### config.mk
export PLATFORM = sky130hd
export DESIGN_NAME = distancias_busca
export DESIGN_NICKNAME = d
export VERILOG_FILES = /design/src/rtl/distancias_busca.sv
export SDC_FILE = /design/constraint.sdc
export NUM_CORES = 1
export LEC_CHECK = 0
export BUFFER_PORTS_ARGS = -buffer_cell sky130_fd_sc_hd__buf_2
export CAP_MARGIN = 5
export CORE_AREA = 2 2 122 124
export DETAILED_ROUTE_END_ITERATION = 8
export DIE_AREA = 0 0 124 126
export MAX_ROUTING_LAYER = met4
export PLACE_DENSITY_LB_ADDON = 0.12
export SYNTH_ARGS = -nofsm -noshare
export SYNTH_HDL_FRONTEND = slang
export SYNTH_SLANG_ARGS = --single-unit
### constraint.sdc
create_clock -name clock -period 8.4 [get_ports clock]
set_clock_uncertainty 0.15 [all_clocks]
set_input_delay 0.84 -clock clock [delete_from_list [all_inputs] [get_ports clock]]
set_output_delay 0.84 -clock clock [all_outputs]
set_load 0.005 [all_outputs]
### src/rtl/distancias_busca.sv
// Nearest-target search over an occupancy grid: scans rings around the latched
// position, one candidate per cycle, across the enabled quadrants.
module distancias_busca #(
   parameter int TamanhoMalha     = 8,
   parameter int tamanhoDistancia = 8
) (
   input  logic                        clock,
   input  logic                        reset,
   input  logic [tamanhoDistancia-1:0] posicaoAtualnoEixoX,
   input  logic [tamanhoDistancia-1:0] posicaoAtualnoEixoY,
   input  logic                        novoDado,
   input  logic [1:0]                  malha [TamanhoMalha*TamanhoMalha],
   input  logic [3:0]                  enable,
   output logic                        operacaoFinalizada,
   output logic [tamanhoDistancia-1:0] destinoX,
   output logic [tamanhoDistancia-1:0] destinoY
);
   localparam int DW = tamanhoDistancia;
   localparam int CW = tamanhoDistancia + 2;
   localparam logic        [DW-1:0] TU = DW'(TamanhoMalha);
   localparam logic        [DW-1:0] RMAX = DW'(TamanhoMalha - 1);
   localparam logic signed [CW-1:0] TS = CW'(TamanhoMalha);

   typedef enum logic [1:0] {IDLE, SEARCH, DONE} state_t;

   state_t        r_state;
   logic [DW-1:0] r_px, r_py, r_r;
   logic [DW:0]   r_k;
   logic [1:0]    r_q;
   logic [3:0]    r_en;
   logic          r_imm;

   // Quadrant q (0..3) is enabled by enable bit 3-q.
   function automatic logic [1:0] f_first(input logic [3:0] en);
      logic [1:0] q;
      q = 2'd0;
      for (int i = 3; i >= 0; i--)
         if (en[3-i]) q = i[1:0];
      return q;
   endfunction

   logic       w_nq_ok;
   logic [1:0] w_nq;
   always_comb begin
      w_nq_ok = 1'b0;
      w_nq    = r_q;
      for (int i = 3; i >= 0; i--)
         if (i > int'(r_q) && r_en[3-i]) begin
            w_nq_ok = 1'b1;
            w_nq    = i[1:0];
         end
   end

   logic signed [CW-1:0] w_r, w_k, w_dx, w_dy, w_cx, w_cy;
   logic                 w_in, w_hit, w_last_k;
   int                   w_idx;
   always_comb begin
      w_r  = $signed({2'b00, r_r});
      w_k  = $signed({1'b0, r_k});
      w_dx = (w_k <= w_r) ? w_r : (w_r + w_r - w_k);
      w_dy = (w_k <= w_r) ? w_k : w_r;
      // Odd quadrants go left (-X); upper two go back (-Y).
      w_cx = r_q[0] ? ($signed({2'b00, r_px}) - w_dx) : ($signed({2'b00, r_px}) + w_dx);
      w_cy = r_q[1] ? ($signed({2'b00, r_py}) - w_dy) : ($signed({2'b00, r_py}) + w_dy);
      w_in  = !w_cx[CW-1] && !w_cy[CW-1] && (w_cx < TS) && (w_cy < TS);
      w_idx = w_in ? (int'(w_cx) + int'(w_cy) * TamanhoMalha) : 0;
      w_hit = w_in && (malha[w_idx] == 2'b11);
      w_last_k = (r_k == {r_r, 1'b0});
   end

   always_ff @(posedge clock or negedge reset) begin
      if (!reset) begin
         r_state            <= IDLE;
         r_px               <= '0;
         r_py               <= '0;
         r_r                <= '0;
         r_k                <= '0;
         r_q                <= '0;
         r_en               <= '0;
         r_imm              <= 1'b0;
         operacaoFinalizada <= 1'b0;
         destinoX           <= '0;
         destinoY           <= '0;
      end else begin
         case (r_state)
            IDLE, DONE: if (novoDado) begin
               r_px               <= posicaoAtualnoEixoX;
               r_py               <= posicaoAtualnoEixoY;
               r_en               <= enable;
               operacaoFinalizada <= 1'b0;
               // Degenerate requests still take one cycle so the flag lands at E0+1.
               r_imm   <= (posicaoAtualnoEixoX >= TU) || (posicaoAtualnoEixoY >= TU) || (enable == 4'b0000);
               r_r     <= DW'(1);
               r_k     <= '0;
               r_q     <= f_first(enable);
               r_state <= SEARCH;
            end
            SEARCH: begin
               if (r_imm) begin
                  destinoX           <= r_px;
                  destinoY           <= r_py;
                  operacaoFinalizada <= 1'b1;
                  r_state            <= DONE;
               end else if (w_hit) begin
                  destinoX           <= w_cx[DW-1:0];
                  destinoY           <= w_cy[DW-1:0];
                  operacaoFinalizada <= 1'b1;
                  r_state            <= DONE;
               end else if (!w_last_k) begin
                  r_k <= r_k + 1'b1;
               end else if (w_nq_ok) begin
                  r_q <= w_nq;
                  r_k <= '0;
               end else if (r_r == RMAX) begin
                  destinoX           <= r_px;
                  destinoY           <= r_py;
                  operacaoFinalizada <= 1'b1;
                  r_state            <= DONE;
               end else begin
                  r_r <= r_r + 1'b1;
                  r_q <= f_first(r_en);
                  r_k <= '0;
               end
            end
            default: r_state <= IDLE;
         endcase
      end
   end
endmodule

==> results by group, run 1 <==
Run status
  – Status: finished, final reports clean

Cells and area
  – Share of layout cells above drive strength 1: 22.23%
  – Area Growth Syn to Fin: 20.39%
  – Post-layout util: 53.47%
  – Register area: 0.001476 sq mm
  – Most frequent cells in the layout: buf_2 (167), nand2_1 (157), o21ai_0 (73)
  – Final non-filler cell total: 1196
  – Layout fillers: 1433
  – Most common cell after layout, fill and taps aside: buf_2
  – Antenna cells: 0
  – Nets: 1200
  – Multi-input gate area: 0.004527 sq mm

Clocking
  – Clock sink total: 59
  – Clk Latency, worst-skew pair: 0.34 ns
  – Clock buffer count from CTS: 9
  – Root buffer cell: clkbuf_16
  – Htree depth: 3
  – Clock slew at reported path FFs: 0.06 ns
  – CTS tree: yes
  – Clock Tree Buf Depth: 2

Routing
  – Avg WL per Cell: 17.49 microns
  – Drt total wl: 20920 microns
  – Via/cell ratio: 5.794
  – Drt first-iter violations: 725
  – 1st-pass router iterations: 5
  – ANT nets after route: 0
  – Vias post-DR: 6930
  – DRC: 0

Global route
  – Largest net degree at the start of global routing: 60
  – First-pass GRT wire length: 33120 microns
  – All-Layer GR Usage: 27.62%
  – Gr ovfl total: 0
  – Vias in the first global route: 6476
  – Initial antenna violation count: 0

Logic synthesis
  – Post-synth top area cell: dfrtp_1
  – Synth Net Count: 1055
  – Ys Warns: 0
  – Post-Synthesis Mean Instance Area: 7.375 sq um
  – Post-Syn Area: 0.006357 sq mm
  – Area share of the largest cell type after synthesis: 23.22%
  – Post-synth EDFFs: 0
  – #FFs+latches synth: 59
  – Mapped Cells: 862
  – Asr flop ratio synth: 100.0%
  – Ranking of synthesized cells by area: dfrtp_1 (23%), nand2_1 (9.3%), ha_1 (7.5%)
  – Sequential share of the synthesized area: 23.22%
  – Primary FF master, synth: dfrtp_1
  – Distinct cells, synth: 83

Hold path
  – Hold Path Cell Cnt: 2
  – Hold_sp: destinoY[5]
  – Hold EP: destinoY[5]
  – Hold Crit Class: reg2reg

Worst setup path
  – Kind of critical path: reg2reg
  – Flop2flop setup slack: 0.65 ns
  – Worst r2r src: r_r[5]
  – Most Frequent Cell on Critical Path: o21ai_0
  – Path depth of the worst reg2reg path: 33
  – Critical path data arrival time: 7.81 ns
  – Slowest stage cell, crit path: dfrtp_1
  – Critical Path Source Type: register
  – Critical path fanouts, max: 15
  – CP max stage delay: 0.53 ns
  – Crit path capture type: register
  – Reg-to-reg endpoint: destinoX[6]
  – Required time of the worst setup path: 8.46 ns

STA
  – Worst-margin pin slew: 1.218 ns
  – Final hold vios: 0
  – WHS: 0.3592 ns
  – Final period util: 92.30%
  – Slew Limit Fails: 0
  – Max frequency: 0.1290 GHz
  – TNS Setup: 0 ns
  – Slew HR: 18.79%
  – Tmin final: 7.753 ns
  – Setup-failing EPs final: 0

Floorplanning
  – Core area: 0.01431 sq mm
  – Num rows: 44
  – Die W: 124 microns
  – Die ar.: 0.01562 sq mm
  – Initial Util: 44.41%
  – Die extent in y: 126 microns
  – I/O pins: 168

Flow run
  – Max-cap violations: 0

Placement
  – Placer congestion estimate: 0.9582
  – Placed cells: 1179
  – DP HPWL: 16470 microns
  – I/O Buffers: 167
==> through the flow <==
step	cell area [sq um]	setup slack, ns
2_1_floorplan	6357	1.265
3_3_place_gp	7307	0.6304
3_5_place_dp	7307	0.4200
4_1_cts	7617	0.3827
5_1_grt	7654	-0.05650
6_report	7654	0.6468
==> final cells by class <==
type	count	share of cell area, %
Tap cell	184	3.008
Timing Repair Buffer	181	12.29
Clock buffer	10	3.122
Sequential cell	59	19.29
Multi-Input combinational cell	712	59.15
Clock inverter	6	0.9318
Inverter	44	2.207
==> timing repair <==
item | 4_1_cts | 5_1_grt
gates resized for setup | 0 | 6
buffers inserted | 0 | 1
hold buffers | 0 | 0
setup endpoints to repair | 0 | 38
==> worst max-delay path: cells and delay by family, from the launching register on <==
| family | cells | cell delay (ns) |
|---|---|---|
| compound gates | 17 | 3.39 |
| fa+ha+maj | 3 | 0.98 |
| buf+inv | 5 | 0.93 |
| flops | 1 | 0.53 |
| simple gates | 8 | 1.62 |
==> synth_stat cells (6+ instances only) <==
library cell    n
clkbuf_1       33
or3_1           9
a31oi_1         9
nand3_1        38
mux2i_1        15
xnor2_1        17
dfrtp_1        59
inv_1          43
o22ai_1         9
nor2b_1        11
a311oi_1        8
o21ai_0        73
o21a_1          6
nand4_1        13
a21o_1          6
buf_1           6
a21oi_1        41
o211ai_1       10
and3_1          7
nor3_1         24
a211oi_1       11
nand2b_1        8
nor2_1         60
nand2_1       157
ha_1           38
nor4_1          6
o21ai_1        12
o41ai_1         7
xor2_1         10
==> sequential cells by signal (all words and copies together), names as in the netlist, 4 cells and up <==
register,cells
r_k,9
destinoX,8
destinoY,8
r_px,8
r_py,8
r_r,8
r_en,4
==> layer usage <==
metal  track usage [%]  share of wire, %
met1             37.05                44
met2             43.37                46
met3             3.804               7.6
met4             8.196               2.6
met5                 -                 0
==> worst max path at each step <==
stage | from | to | slack, ns | depth (start not counted)
6_report | r_r[5] | destinoX[6] | 0.65 | 33
3_3_place_gp | r_r[5] | destinoY[3] | 0.63 | 31
5_1_grt | r_r[5] | r_r[1] | -0.06 | 31
3_5_place_dp | r_r[5] | destinoX[1] | 0.42 | 28
4_1_cts | r_r[5] | destinoX[1] | 0.38 | 28
2_1_floorplan | r_r[5] | destinoX[0] | 1.27 | 36
==> cell families (layout without fill, tap and decap cells) <==
kind of cell	count (synthesis)	in the layout	share of synthesized area, %
and+or+nand+nor	364	364	27.36
adders and majority gates	42	42	8.739
buffers and inverters	91	241	6.003
muxes	19	19	3.070
xor gates and xnor gates	27	27	3.720
DFF	59	59	23.22
AOI/OAI and AO/OA	260	260	27.89
Power of run 1 is not shown: default switching activity piles up to over one toggle a cycle in this logic, so the estimate is an artifact.
==> run 2, diff against run 1 <==
==> constraint.sdc (replaced) <==
create_clock -name clock -period 8.4 [get_ports clock]
set_clock_uncertainty 0.15 [all_clocks]
set_input_delay 0 -clock clock [delete_from_list [all_inputs] [get_ports clock]]
set_output_delay 0 -clock clock [all_outputs]
set_load 0.005 [all_outputs]
==> run 2 against run 1 <==
Critical path depth shrank 3. Via count grew 2.0%. Critical path type unchanged. Wire length grew 2.5%. Core utilization grew 1.5 points. Hold slack lost 0.16 ns. Sequential share of layout area shrank 0.54 points. Register-to-register slack lost 0.04 ns. Die area is the same. Flip-flop and latch count is the same.
==> results by group, run 2 (synthesis results as in run 1) <==
Run status
  – Status: finished, final reports clean (unchanged)

Floorplanning
  – Initial Util: 44.41% (unchanged)
  – Num rows: 44 (unchanged)
  – Die ar.: 0.01562 sq mm (unchanged)
  – Die W: 124 microns (unchanged)
  – Core area: 0.01431 sq mm (unchanged)
  – I/O pins: 168 (unchanged)
  – Die extent in y: 126 microns (unchanged)

STA
  – Worst-margin pin slew: 1.228 ns (was 1.218 ns)
  – Final hold vios: 0 (unchanged)
  – Slew HR: 18.13% (was 18.79%)
  – Tmin final: 7.793 ns (was 7.753 ns)
  – WHS: 0.1974 ns (was 0.3592 ns)
  – Max frequency: 0.1283 GHz (was 0.1290 GHz)
  – Slew Limit Fails: 0 (unchanged)
  – Setup-failing EPs final: 0 (unchanged)
  – Final period util: 92.77% (was 92.30%)

Cells and area
  – Antenna cells: 0 (unchanged)
  – Nets: 1222 (was 1200)
  – Most frequent cells in the layout: buf_2 (167), nand2_1 (157), o21ai_0 (73) (unchanged)
  – Share of layout cells above drive strength 1: 21.76% (was 22.23%)
  – Largest register FFs: 9 (unchanged)
  – Layout fillers: 1403 (was 1433)
  – Fin area: 0.007874 sq mm (was 0.007654 sq mm)
  – Reg with most FFs: r_k (unchanged)
  – Area Growth Syn to Fin: 23.85% (was 20.39%)
  – Most common cell after layout, fill and taps aside: buf_2 (unchanged)

Worst setup path
  – Critical path data arrival time: 7.85 ns (was 7.81 ns)
  – Worst r2r src: r_r[5] (unchanged)
  – Reg-to-reg endpoint: r_r[6] (was destinoX[6])
  – Kind of critical path: reg2reg (unchanged)
  – Path depth of the worst reg2reg path: 30 (was 33)
  – Slowest stage cell, crit path: a21boi_2 (was dfrtp_1)
  – Crit path capture type: register (unchanged)
  – Critical Path Source Type: register (unchanged)
  – Required time of the worst setup path: 8.46 ns (about the same)
  – Most Frequent Cell on Critical Path: o21ai_0 (unchanged)
  – CP max stage delay: 0.54 ns (was 0.53 ns)
  – Critical path fanouts, max: 15 (unchanged)
  – Flop2flop setup slack: 0.61 ns (was 0.65 ns)

Clocking
  – Clk Latency, worst-skew pair: 0.33 ns (was 0.34 ns)
  – Clock sink total: 59 (unchanged)
  – CTS tree: yes (unchanged)
  – Htree depth: 3 (unchanged)
  – Clock buffer count from CTS: 9 (unchanged)
  – Root buffer cell: clkbuf_16 (unchanged)
  – Clock Tree Buf Depth: 2 (unchanged)
  – Clock slew at reported path FFs: 0.06 ns (about the same)

Routing
  – Drt total wl: 21440 microns (was 20920 microns)
  – Vias post-DR: 7067 (was 6930)
  – 1st-pass router iterations: 5 (unchanged)
  – DRC: 0 (unchanged)
  – Drt first-iter violations: 731 (was 725)
  – ANT nets after route: 0 (unchanged)
  – Via/cell ratio: 5.802 (was 5.794)
  – Avg WL per Cell: 17.61 microns (was 17.49 microns)

Global route
  – Largest net degree at the start of global routing: 60 (unchanged)
  – Initial antenna violation count: 0 (unchanged)
  – First-pass GRT wire length: 33820 microns (was 33120 microns)
  – All-Layer GR Usage: 28.21% (was 27.62%)
  – Vias in the first global route: 6579 (was 6476)
  – Gr ovfl total: 0 (unchanged)

Placement
  – Dpl cell area: 0.007307 sq mm (unchanged)
  – I/O Buffers: 167 (unchanged)
  – Placer congestion estimate: 0.9582 (unchanged)
  – DP HPWL: 16470 microns (unchanged)

Flow run
  – Max-cap violations: 0 (unchanged)

Hold path
  – Hold Crit Class: in2async (was reg2reg)
## run 2: timing repair
| action | in CTS | in global routing |
|---|---|---|
| setup endpoints to repair | 0 | 38 |
| resized for setup | 0 | 6 |
| hold endpoints to repair | 83 | 0 |
| buffers inserted | 0 | 1 |
| hold buffers | 22 | 0 |
## run 2: stage by stage
step	setup TNS [ns]	cells	worst slack, ns	util (%)
after detailed placement	0	1179	0.4200	51.05
after CTS	0	1217	0.3827	54.76
after global routing	-0.5917	1218	-0.05650	55.01
after global placement	0	1179	0.6304	51.05
after floorplan	0	862	1.265	-
final	0	1218	0.6072	55.01
## run 2: worst max-delay path by stage
stage                 from           to  slack, ns
floorplan           r_r[5]  destinoX[0]       1.27
global placement    r_r[5]  destinoY[3]       0.63
detailed placement  r_r[5]  destinoX[1]       0.42
CTS                 r_r[5]  destinoX[1]       0.38
global route        r_r[5]       r_r[1]      -0.06
finish              r_r[5]       r_r[6]       0.61
## run 2: layer usage
metal  wire, microns  vias to the layer above  track usage (%)  part of all wire [%]
met5               0                        -                -                     0
met4             526                        0            8.196                   2.5
met3            1469                       32            3.804                   6.9
met2            9946                      271            44.86                    46
met1            9500                     3270            37.48                    44
li1                -                     3494                -                     -
## run 2: final cells by class
class / instances / area, sq um / share of cell area, %
clock buffer: 10 / 239.0 / 3.035
clock inverter: 6 / 71.32 / 0.9058
inverter: 44 / 168.9 / 2.145
multi-input combinational: 712 / 4527 / 57.49
sequential: 59 / 1476 / 18.75
tap: 184 / 230.2 / 2.924
timing repair buffer: 203 / 1161 / 14.75
## run 2: critical path, delay by kind of cell (launching register included)
| kind | cells | cell delay, ns |
|---|---|---|
| AO/OA/AOI/OAI | 16 | 3.70 |
| buffers and inverters | 2 | 0.46 |
| adder cells (fa/ha/maj) | 3 | 0.83 |
| AND/OR/NAND/NOR | 8 | 1.81 |
| flip-flops | 1 | 0.53 |
| multiplexers | 1 | 0.16 |
Power of run 2 is left out for the same reason.
